==> src/rtl/axis_multi_ch_perf_monitor.sv <==
// Passive multi-channel AXI-Stream performance monitor: counts beats, packets,
// bytes and stall cycles per tap over a programmable window, then snapshots them.
module axis_multi_ch_perf_monitor #(
    parameter int NUM_CH     = 4,
    parameter int KEEP_WIDTH = 64,
    parameter int CNT_WIDTH  = 32,
    parameter int WIN_WIDTH  = 32
) (
    input  logic                           CLK,
    input  logic                           RST_N,
    input  logic [NUM_CH-1:0]              tap_tvalid,
    input  logic [NUM_CH-1:0]              tap_tready,
    input  logic [NUM_CH-1:0]              tap_tlast,
    input  logic [NUM_CH*KEEP_WIDTH-1:0]   tap_tkeep,
    input  logic                           cfg_start,
    input  logic                           cfg_abort,
    input  logic [WIN_WIDTH-1:0]           cfg_window,
    input  logic                           cfg_trig_en,
    input  logic [2:0]                     cfg_trig_ch,
    output logic                           busy,
    output logic                           done,
    output logic [WIN_WIDTH-1:0]           elapsed,
    output logic [NUM_CH*CNT_WIDTH-1:0]    snap_beats,
    output logic [NUM_CH*CNT_WIDTH-1:0]    snap_pkts,
    output logic [NUM_CH*CNT_WIDTH-1:0]    snap_bytes,
    output logic [NUM_CH*CNT_WIDTH-1:0]    snap_stalls,
    output logic [NUM_CH-1:0]              snap_sat
);

    localparam int PC_W = $clog2(KEEP_WIDTH) + 1;

    typedef enum logic [1:0] {
        ST_IDLE,
        ST_ARMED,
        ST_RUN,
        ST_DONE
    } state_e;

    function automatic logic [PC_W-1:0] popcount(input logic [KEEP_WIDTH-1:0] keep);
        logic [PC_W-1:0] cnt;
        cnt = '0;
        for (int j = 0; j < KEEP_WIDTH; j++) cnt = cnt + PC_W'(keep[j]);
        return cnt;
    endfunction

    // Returns {overflow, saturated sum}; the sum sticks at all-ones.
    function automatic logic [CNT_WIDTH:0] sat_add(input logic [CNT_WIDTH-1:0] a,
                                                   input logic [CNT_WIDTH-1:0] b);
        logic [CNT_WIDTH:0] sum;
        sum = {1'b0, a} + {1'b0, b};
        return sum[CNT_WIDTH] ? {1'b1, {CNT_WIDTH{1'b1}}} : sum;
    endfunction

    // Input register stage; popcount is folded in so bytes arrive with the beat.
    logic [NUM_CH-1:0] beat_q, last_q, stall_q;
    logic [PC_W-1:0]   nbytes_q [NUM_CH];

    // NOTE: sequential state uses non-blocking assignments so every register
    // samples pre-edge values, independent of process evaluation order.
    always_ff @(posedge CLK or negedge RST_N) begin
        if (!RST_N) begin
            beat_q  <= '0;
            last_q  <= '0;
            stall_q <= '0;
            for (int i = 0; i < NUM_CH; i++) nbytes_q[i] <= '0;
        end else begin
            beat_q  <= tap_tvalid & tap_tready;
            last_q  <= tap_tvalid & tap_tready & tap_tlast;
            stall_q <= tap_tvalid & ~tap_tready;
            for (int i = 0; i < NUM_CH; i++) begin
                nbytes_q[i] <= (tap_tvalid[i] & tap_tready[i])
                             ? popcount(tap_tkeep[i*KEEP_WIDTH +: KEEP_WIDTH]) : '0;
            end
        end
    end

    state_e                 state_q, state_d;
    logic [WIN_WIDTH-1:0]   window_q, window_d;
    logic [2:0]             trig_ch_q, trig_ch_d;
    logic [WIN_WIDTH-1:0]   elapsed_q, elapsed_d;
    logic [CNT_WIDTH-1:0]   beats_q  [NUM_CH];
    logic [CNT_WIDTH-1:0]   beats_d  [NUM_CH];
    logic [CNT_WIDTH-1:0]   pkts_q   [NUM_CH];
    logic [CNT_WIDTH-1:0]   pkts_d   [NUM_CH];
    logic [CNT_WIDTH-1:0]   bytes_q  [NUM_CH];
    logic [CNT_WIDTH-1:0]   bytes_d  [NUM_CH];
    logic [CNT_WIDTH-1:0]   stalls_q [NUM_CH];
    logic [CNT_WIDTH-1:0]   stalls_d [NUM_CH];
    logic [NUM_CH-1:0]      sat_q, sat_d;

    logic [CNT_WIDTH:0]     sum_beats  [NUM_CH];
    logic [CNT_WIDTH:0]     sum_pkts   [NUM_CH];
    logic [CNT_WIDTH:0]     sum_bytes  [NUM_CH];
    logic [CNT_WIDTH:0]     sum_stalls [NUM_CH];
    logic                   trig_hit;
    logic                   count_en;

    always_comb begin
        for (int i = 0; i < NUM_CH; i++) begin
            sum_beats[i]  = sat_add(beats_q[i],  CNT_WIDTH'(beat_q[i]));
            sum_pkts[i]   = sat_add(pkts_q[i],   CNT_WIDTH'(last_q[i]));
            sum_bytes[i]  = sat_add(bytes_q[i],  CNT_WIDTH'(nbytes_q[i]));
            sum_stalls[i] = sat_add(stalls_q[i], CNT_WIDTH'(stall_q[i]));
        end
    end

    // NOTE: every signal driven here gets a default first, so no path can
    // leave one unassigned and infer a latch.
    always_comb begin
        state_d   = state_q;
        window_d  = window_q;
        trig_ch_d = trig_ch_q;
        elapsed_d = elapsed_q;
        beats_d   = beats_q;
        pkts_d    = pkts_q;
        bytes_d   = bytes_q;
        stalls_d  = stalls_q;
        sat_d     = sat_q;
        trig_hit  = 1'b0;

        // Indices at or beyond NUM_CH match no channel and can never trigger.
        for (int i = 0; i < NUM_CH; i++) begin
            if (trig_ch_q == 3'(i) && beat_q[i]) trig_hit = 1'b1;
        end
        count_en = (state_q == ST_RUN) || (state_q == ST_ARMED && trig_hit);

        case (state_q)
            ST_IDLE: begin
                if (cfg_start) begin
                    elapsed_d = '0;
                    sat_d     = '0;
                    for (int i = 0; i < NUM_CH; i++) begin
                        beats_d[i]  = '0;
                        pkts_d[i]   = '0;
                        bytes_d[i]  = '0;
                        stalls_d[i] = '0;
                    end
                    window_d  = cfg_window;
                    trig_ch_d = cfg_trig_ch;
                    state_d   = cfg_trig_en ? ST_ARMED : ST_RUN;
                end
            end
            ST_ARMED: if (trig_hit) state_d = ST_RUN;
            ST_RUN:   state_d = ST_RUN;
            ST_DONE:  state_d = ST_IDLE;
            default:  state_d = ST_IDLE;
        endcase

        if (count_en) begin
            elapsed_d = (elapsed_q == {WIN_WIDTH{1'b1}}) ? elapsed_q
                                                          : elapsed_q + WIN_WIDTH'(1);
            for (int i = 0; i < NUM_CH; i++) begin
                beats_d[i]  = sum_beats[i][CNT_WIDTH-1:0];
                pkts_d[i]   = sum_pkts[i][CNT_WIDTH-1:0];
                bytes_d[i]  = sum_bytes[i][CNT_WIDTH-1:0];
                stalls_d[i] = sum_stalls[i][CNT_WIDTH-1:0];
                sat_d[i]    = sat_q[i] | sum_beats[i][CNT_WIDTH] | sum_pkts[i][CNT_WIDTH]
                            | sum_bytes[i][CNT_WIDTH] | sum_stalls[i][CNT_WIDTH];
            end
            // The cycle where elapsed reaches the window is the last one counted.
            if ((window_q != '0 && elapsed_d == window_q) ||
                (window_q == '0 && elapsed_d == {WIN_WIDTH{1'b1}})) begin
                state_d = ST_DONE;
            end
        end

        if ((state_q == ST_ARMED || state_q == ST_RUN) && cfg_abort) state_d = ST_DONE;
    end

    always_ff @(posedge CLK or negedge RST_N) begin
        if (!RST_N) begin
            state_q   <= ST_IDLE;
            window_q  <= '0;
            trig_ch_q <= '0;
            elapsed_q <= '0;
            sat_q     <= '0;
            for (int i = 0; i < NUM_CH; i++) begin
                beats_q[i]  <= '0;
                pkts_q[i]   <= '0;
                bytes_q[i]  <= '0;
                stalls_q[i] <= '0;
            end
        end else begin
            state_q   <= state_d;
            window_q  <= window_d;
            trig_ch_q <= trig_ch_d;
            elapsed_q <= elapsed_d;
            sat_q     <= sat_d;
            beats_q   <= beats_d;
            pkts_q    <= pkts_d;
            bytes_q   <= bytes_d;
            stalls_q  <= stalls_d;
        end
    end

    // Snapshots load with the final counts as the FSM enters DONE, so they are
    // valid during the done pulse and hold until the next one.
    logic [WIN_WIDTH-1:0] elapsed_snap_q;
    logic [CNT_WIDTH-1:0] snap_beats_q  [NUM_CH];
    logic [CNT_WIDTH-1:0] snap_pkts_q   [NUM_CH];
    logic [CNT_WIDTH-1:0] snap_bytes_q  [NUM_CH];
    logic [CNT_WIDTH-1:0] snap_stalls_q [NUM_CH];
    logic [NUM_CH-1:0]    snap_sat_q;

    always_ff @(posedge CLK or negedge RST_N) begin
        if (!RST_N) begin
            elapsed_snap_q <= '0;
            snap_sat_q     <= '0;
            for (int i = 0; i < NUM_CH; i++) begin
                snap_beats_q[i]  <= '0;
                snap_pkts_q[i]   <= '0;
                snap_bytes_q[i]  <= '0;
                snap_stalls_q[i] <= '0;
            end
        end else if (state_d == ST_DONE) begin
            elapsed_snap_q <= elapsed_d;
            snap_sat_q     <= sat_d;
            snap_beats_q   <= beats_d;
            snap_pkts_q    <= pkts_d;
            snap_bytes_q   <= bytes_d;
            snap_stalls_q  <= stalls_d;
        end
    end

    assign busy    = (state_q == ST_ARMED) || (state_q == ST_RUN);
    assign done    = (state_q == ST_DONE);
    assign elapsed = elapsed_snap_q;
    assign snap_sat = snap_sat_q;

    for (genvar g = 0; g < NUM_CH; g++) begin : g_flat
        assign snap_beats[g*CNT_WIDTH +: CNT_WIDTH]  = snap_beats_q[g];
        assign snap_pkts[g*CNT_WIDTH +: CNT_WIDTH]   = snap_pkts_q[g];
        assign snap_bytes[g*CNT_WIDTH +: CNT_WIDTH]  = snap_bytes_q[g];
        assign snap_stalls[g*CNT_WIDTH +: CNT_WIDTH] = snap_stalls_q[g];
    end

endmodule

==> config.mk <==
export PLATFORM = sky130hd
export DESIGN_NAME = axis_multi_ch_perf_monitor
export DESIGN_NICKNAME = d
export VERILOG_FILES = /design/src/rtl/axis_multi_ch_perf_monitor.sv
export SDC_FILE = /design/constraint.sdc
export NUM_CORES = 2
export LEC_CHECK = 0
export CORE_AREA = 2 2 337 339
export DETAILED_ROUTE_END_ITERATION = 12
export DIE_AREA = 0 0 339 341
export DONT_BUFFER_PORTS = 1
export PLACE_DENSITY = 0.79
export SLEW_MARGIN = 0
export SYNTH_ARGS = -nofsm -noshare
export SYNTH_HDL_FRONTEND = slang
export SYNTH_SLANG_ARGS = --single-unit
==> constraint.sdc <==
create_clock -name CLK -period 7.4 [get_ports CLK]
set_input_delay 0.74 -clock CLK [delete_from_list [all_inputs] [get_ports CLK]]
set_output_delay 0.74 -clock CLK [all_outputs]
set_load 0.01 [all_outputs]
==> results by group <==
Detailed routing
  • # DRC: 0
  • Detailed-route wire length: 205000 um
  • Routed wire length per instance: 24.8 um
  • Routed Antenna Nets: 0
  • Vias: 54600
  • Detailed Routing Iterations Pass 1: 6
  • 1st-iter DRT viols: 5894
  • Vias per inst: ~6.6

Clock tree
  • Htree depth: 3
  • CTS tree: done
  • Clock sinks: 1173
  • Root buffer cell: clkbuf_16
  • Clock latency on the worst-skew pair: 740 ps
  • CTS buffer count: 115
  • Worst-path clk slew: approximately 70 ps
  • CTS resizes: 0
  • Clk buf depth: 3

Critical path
  • Slowest-stage cell, CP: fa_1
  • Worst Path Required: 8010 ps
  • Reg2Reg Depth: 11
  • Kind of critical path: in -> reg
  • CP max FO: 2
  • Cell mode on critical path: fa_1
  • Top cell family by delay on the critical path: adder cells
  • Crit-path cells: inv_1 -> fa_1 -> inv_1 -> fa_1 -> fa_1 -> inv_1 -> fa_1 -> inv_1 -> fa_1 -> fa_1 -> fa_1 -> inv_1 -> fa_1 -> inv_1 -> ha_1 -> a21o_1 -> a21o_1 -> a21o_1 -> a21oi_1 -> xor2_1 -> nor2_1
  • WP buf/inv: 6
  • Reg2Reg Capture Point: elapsed[5]
  • Arr. time, crit path: ~6400 ps
  • Worst Setup End Kind: flop
  • Critical Path Max Stage Delay: 580 ps
  • CP startpoint kind: input pin
  • Reg2reg start: elapsed_q[0]
  • Reg2Reg Setup Slack: 1910 ps

Synth
  • Post-synth EDFFs: 0
  • Primary FF master, synth: dfrtp_1
  • Yosys Warn Count: 0
  • Register bit total from synthesis: 1173
  • Asr flop ratio synth: 1.00
  • Synth Cell Area: 64100 sq um
  • Netlist cell types: 88
  • Seq/Total Area, Yosys: 0.458
  • Post-Syn Instances: 6959
  • Syn_area_per_cell: 9.20 sq um
  • Post-synthesis net count: 7605

Cells and area
  • Final #Nets: approximately 7300
  • Layout overhead on the synthesized area: 7.40%
  • Layout cell share with drive strength beyond 1: 0.0549

Place
  • PortBufs: 0
  • DP Wirelength: 143000 um
  • RD Place Congestion: 0.961

Run
  • Max-Cap Viols: 0

Power and ir drop
  • P_leak: 0.0299 uW
  • Max VDD drop: about 0.74 mV
  • Power Dens Cells: approximately 530 nW/um^2

Timing
  • Max-slew violations: 0
  • Worst-margin pin slew: about 1400 ps
  • Setup TNS: 0 ps
  • Fmax: 171 MHz
  • Final Hold Violating Endpoints: 0
  • Unrepaired setup endpoints after global routing: false
  • Fin crit period: 5830 ps
  • Period Utilization, post-route: 0.788
  • Hold Slack: approximately 39 ps
  • Clock skew: approximately 46 ps
  • Count of final setup violators: 0
  • Rel. slew slack: 0.0714

Die
  • DIE AREA: between 100000 and 150000 sq um
  • I/O pins: 858
  • Std-Cell Rows: 123
  • Die X: ~340 um
  • Core area: between 100000 and 150000 sq um
  • Die height: between 300 and 400 um
  • Starting Density: 0.573

Outcome
  • Run status: completed

GRT
  • Largest net degree at the start of global routing: 266
  • First-pass GRT wire length: ~320000 um
  • Initial antenna violation count: 4
  • GRT Total Usage: 0.348
  • GR Overflow Total: 0
  • Vias in the first global route: 52900

Hold path
  • Hold Path Class: in -> async
==> worst register-to-register path, delay by kind of cell, from the launching register on <==
family	cells	cell delay, ps
adders and majority gates	1	540
buffers and inverters	2	1000
xor gates and xnor gates	1	310
DFF	1	550
AOI/OAI and AO/OA	3	1430
and+or+nand+nor	4	1470
==> cell usage in the layout (no fill, tap or decap), types with 46 or more instances in the layout <==
cell type and instances:
a22oi_1 61, fa_1 220, and3_1 133, dfrtp_1 1173, nand2_1 1240, clkbuf_16 116
nor4_1 46, a211oi_1 98, nand3_1 190, a31oi_1 118, o22ai_1 489, nor2_1 458
and2_1 57, o21ai_0 189, and4_1 73, nor3_1 167, inv_1 457, nand4_1 100
ha_1 118, a21oi_1 411, a311oi_1 119
==> sequential cells by signal, summed over array words and instances (netlist names) <==
signal and cells:
pkts_q 128, snap_stalls 128, stall_q 4, nbytes_q 28
bytes_q 128, snap_bytes 128, trig_ch_q 3, beat_q 4
snap_beats 128, elapsed 32, last_q 4, state_q 2
window_q 32, snap_sat 4, sat_q 4, stalls_q 128
beats_q 128, snap_pkts 128, elapsed_q 32
==> power by group <==
group,internal (uW),switching [uW],total (uW)
Clock,3780,2690,6470
Combinational,7160,11400,18500
Sequential,8580,2910,11500
==> cells by family (layout without fill, tap and decap cells) <==
logic type / after synthesis / in the layout / synth area share
buffers and inverters: 927 / 739 / 0.0619
AO/OA/AOI/OAI: 1763 / 1763 / 0.180
flip-flops: 1173 / 1173 / 0.458
adder cells (fa/ha/maj): 338 / 338 / 0.0918
AND/OR/NAND/NOR: 2632 / 2632 / 0.189
multiplexers: 59 / 59 / 0.0101
XOR/XNOR: 67 / 67 / 0.00916
other: 0 / 5 / 0
==> routing by layer <==
metal | up-vias | part of all wire | routed length [um] | GRT usage
li1 | 24100 | - | - | -
met1 | 27000 | 0.38 | 77300 | 0.442
met2 | 2891 | 0.46 | 93800 | 0.541
met3 | 547 | 0.10 | 20500 | 0.0909
met4 | 2 | 0.066 | 13500 | 0.204
met5 | - | 0.000063 | 13 | 0
==> stage by stage <==
step                      total power, uW  setup WS [ps]  cells  utilization  area, sq um
after floorplan                     24800           1070   6959            -        64100
after global placement              29100            914   8053        0.577        64600
after detailed placement            29800            796   8053        0.577        64600
after CTS                           36400           1580   8270        0.614        68800
after global routing                39300           1330   8272        0.615        68800
final                               36500           1570   8276        0.615        68800
==> cell usage after synthesis (44+ instances only) <==
cell | n | area, sq um
dfrtp_1 | 1173 | 29400
nor4_1 | 47 | 294
fa_1 | 220 | 4400
and3_1 | 134 | 838
nand4_1 | 100 | 626
a211oi_1 | 98 | 736
and2_1 | 57 | 357
inv_1 | 457 | 1720
o21ai_0 | 189 | 946
ha_1 | 118 | 1480
a22oi_1 | 61 | 458
buf_2 | 81 | 405
nand3_1 | 192 | 961
o22ai_1 | 489 | 3060
nor3_1 | 167 | 836
xnor2_1 | 45 | 394
buf_6 | 44 | 495
nand2_1 | 1241 | 4660
nor2_1 | 459 | 1720
a311oi_1 | 119 | 1040
a31oi_1 | 119 | 744
clkbuf_1 | 308 | 1160
a21oi_1 | 412 | 2060
and4_1 | 73 | 639
==> worst max path at each step <==
stage / start / to / slack, ps / depth (start not counted)
6_report: tap_tkeep[227] / nbytes_q[5] / 1570 / 21
5_1_grt: tap_tkeep[227] / nbytes_q[5] / 1330 / 21
2_1_floorplan: tap_tkeep[163] / nbytes_q[12] / 1070 / 21
3_5_place_dp: tap_tkeep[227] / nbytes_q[5] / 800 / 21
4_1_cts: tap_tkeep[227] / nbytes_q[5] / 1580 / 21
3_3_place_gp: tap_tkeep[227] / nbytes_q[5] / 910 / 21
==> timing repair <==
action                                 4_1_cts  5_1_grt
endpoints found under the hold margin        1        0
hold buffers                                 1        0
buffers inserted                             0        0
==> cell type report <==
class	count	area, sq um
Antenna cell	5	12.5
Clock buffer	146	3170
Clock inverter	70	1010
Fill cell	9146	43100
Inverter	457	1720
Multi-Input combinational cell	4859	30900
Sequential cell	1173	29400
Tap cell	1500	1880
Timing Repair Buffer	66	801
Note: power is estimated with default switching activity, not from simulation.
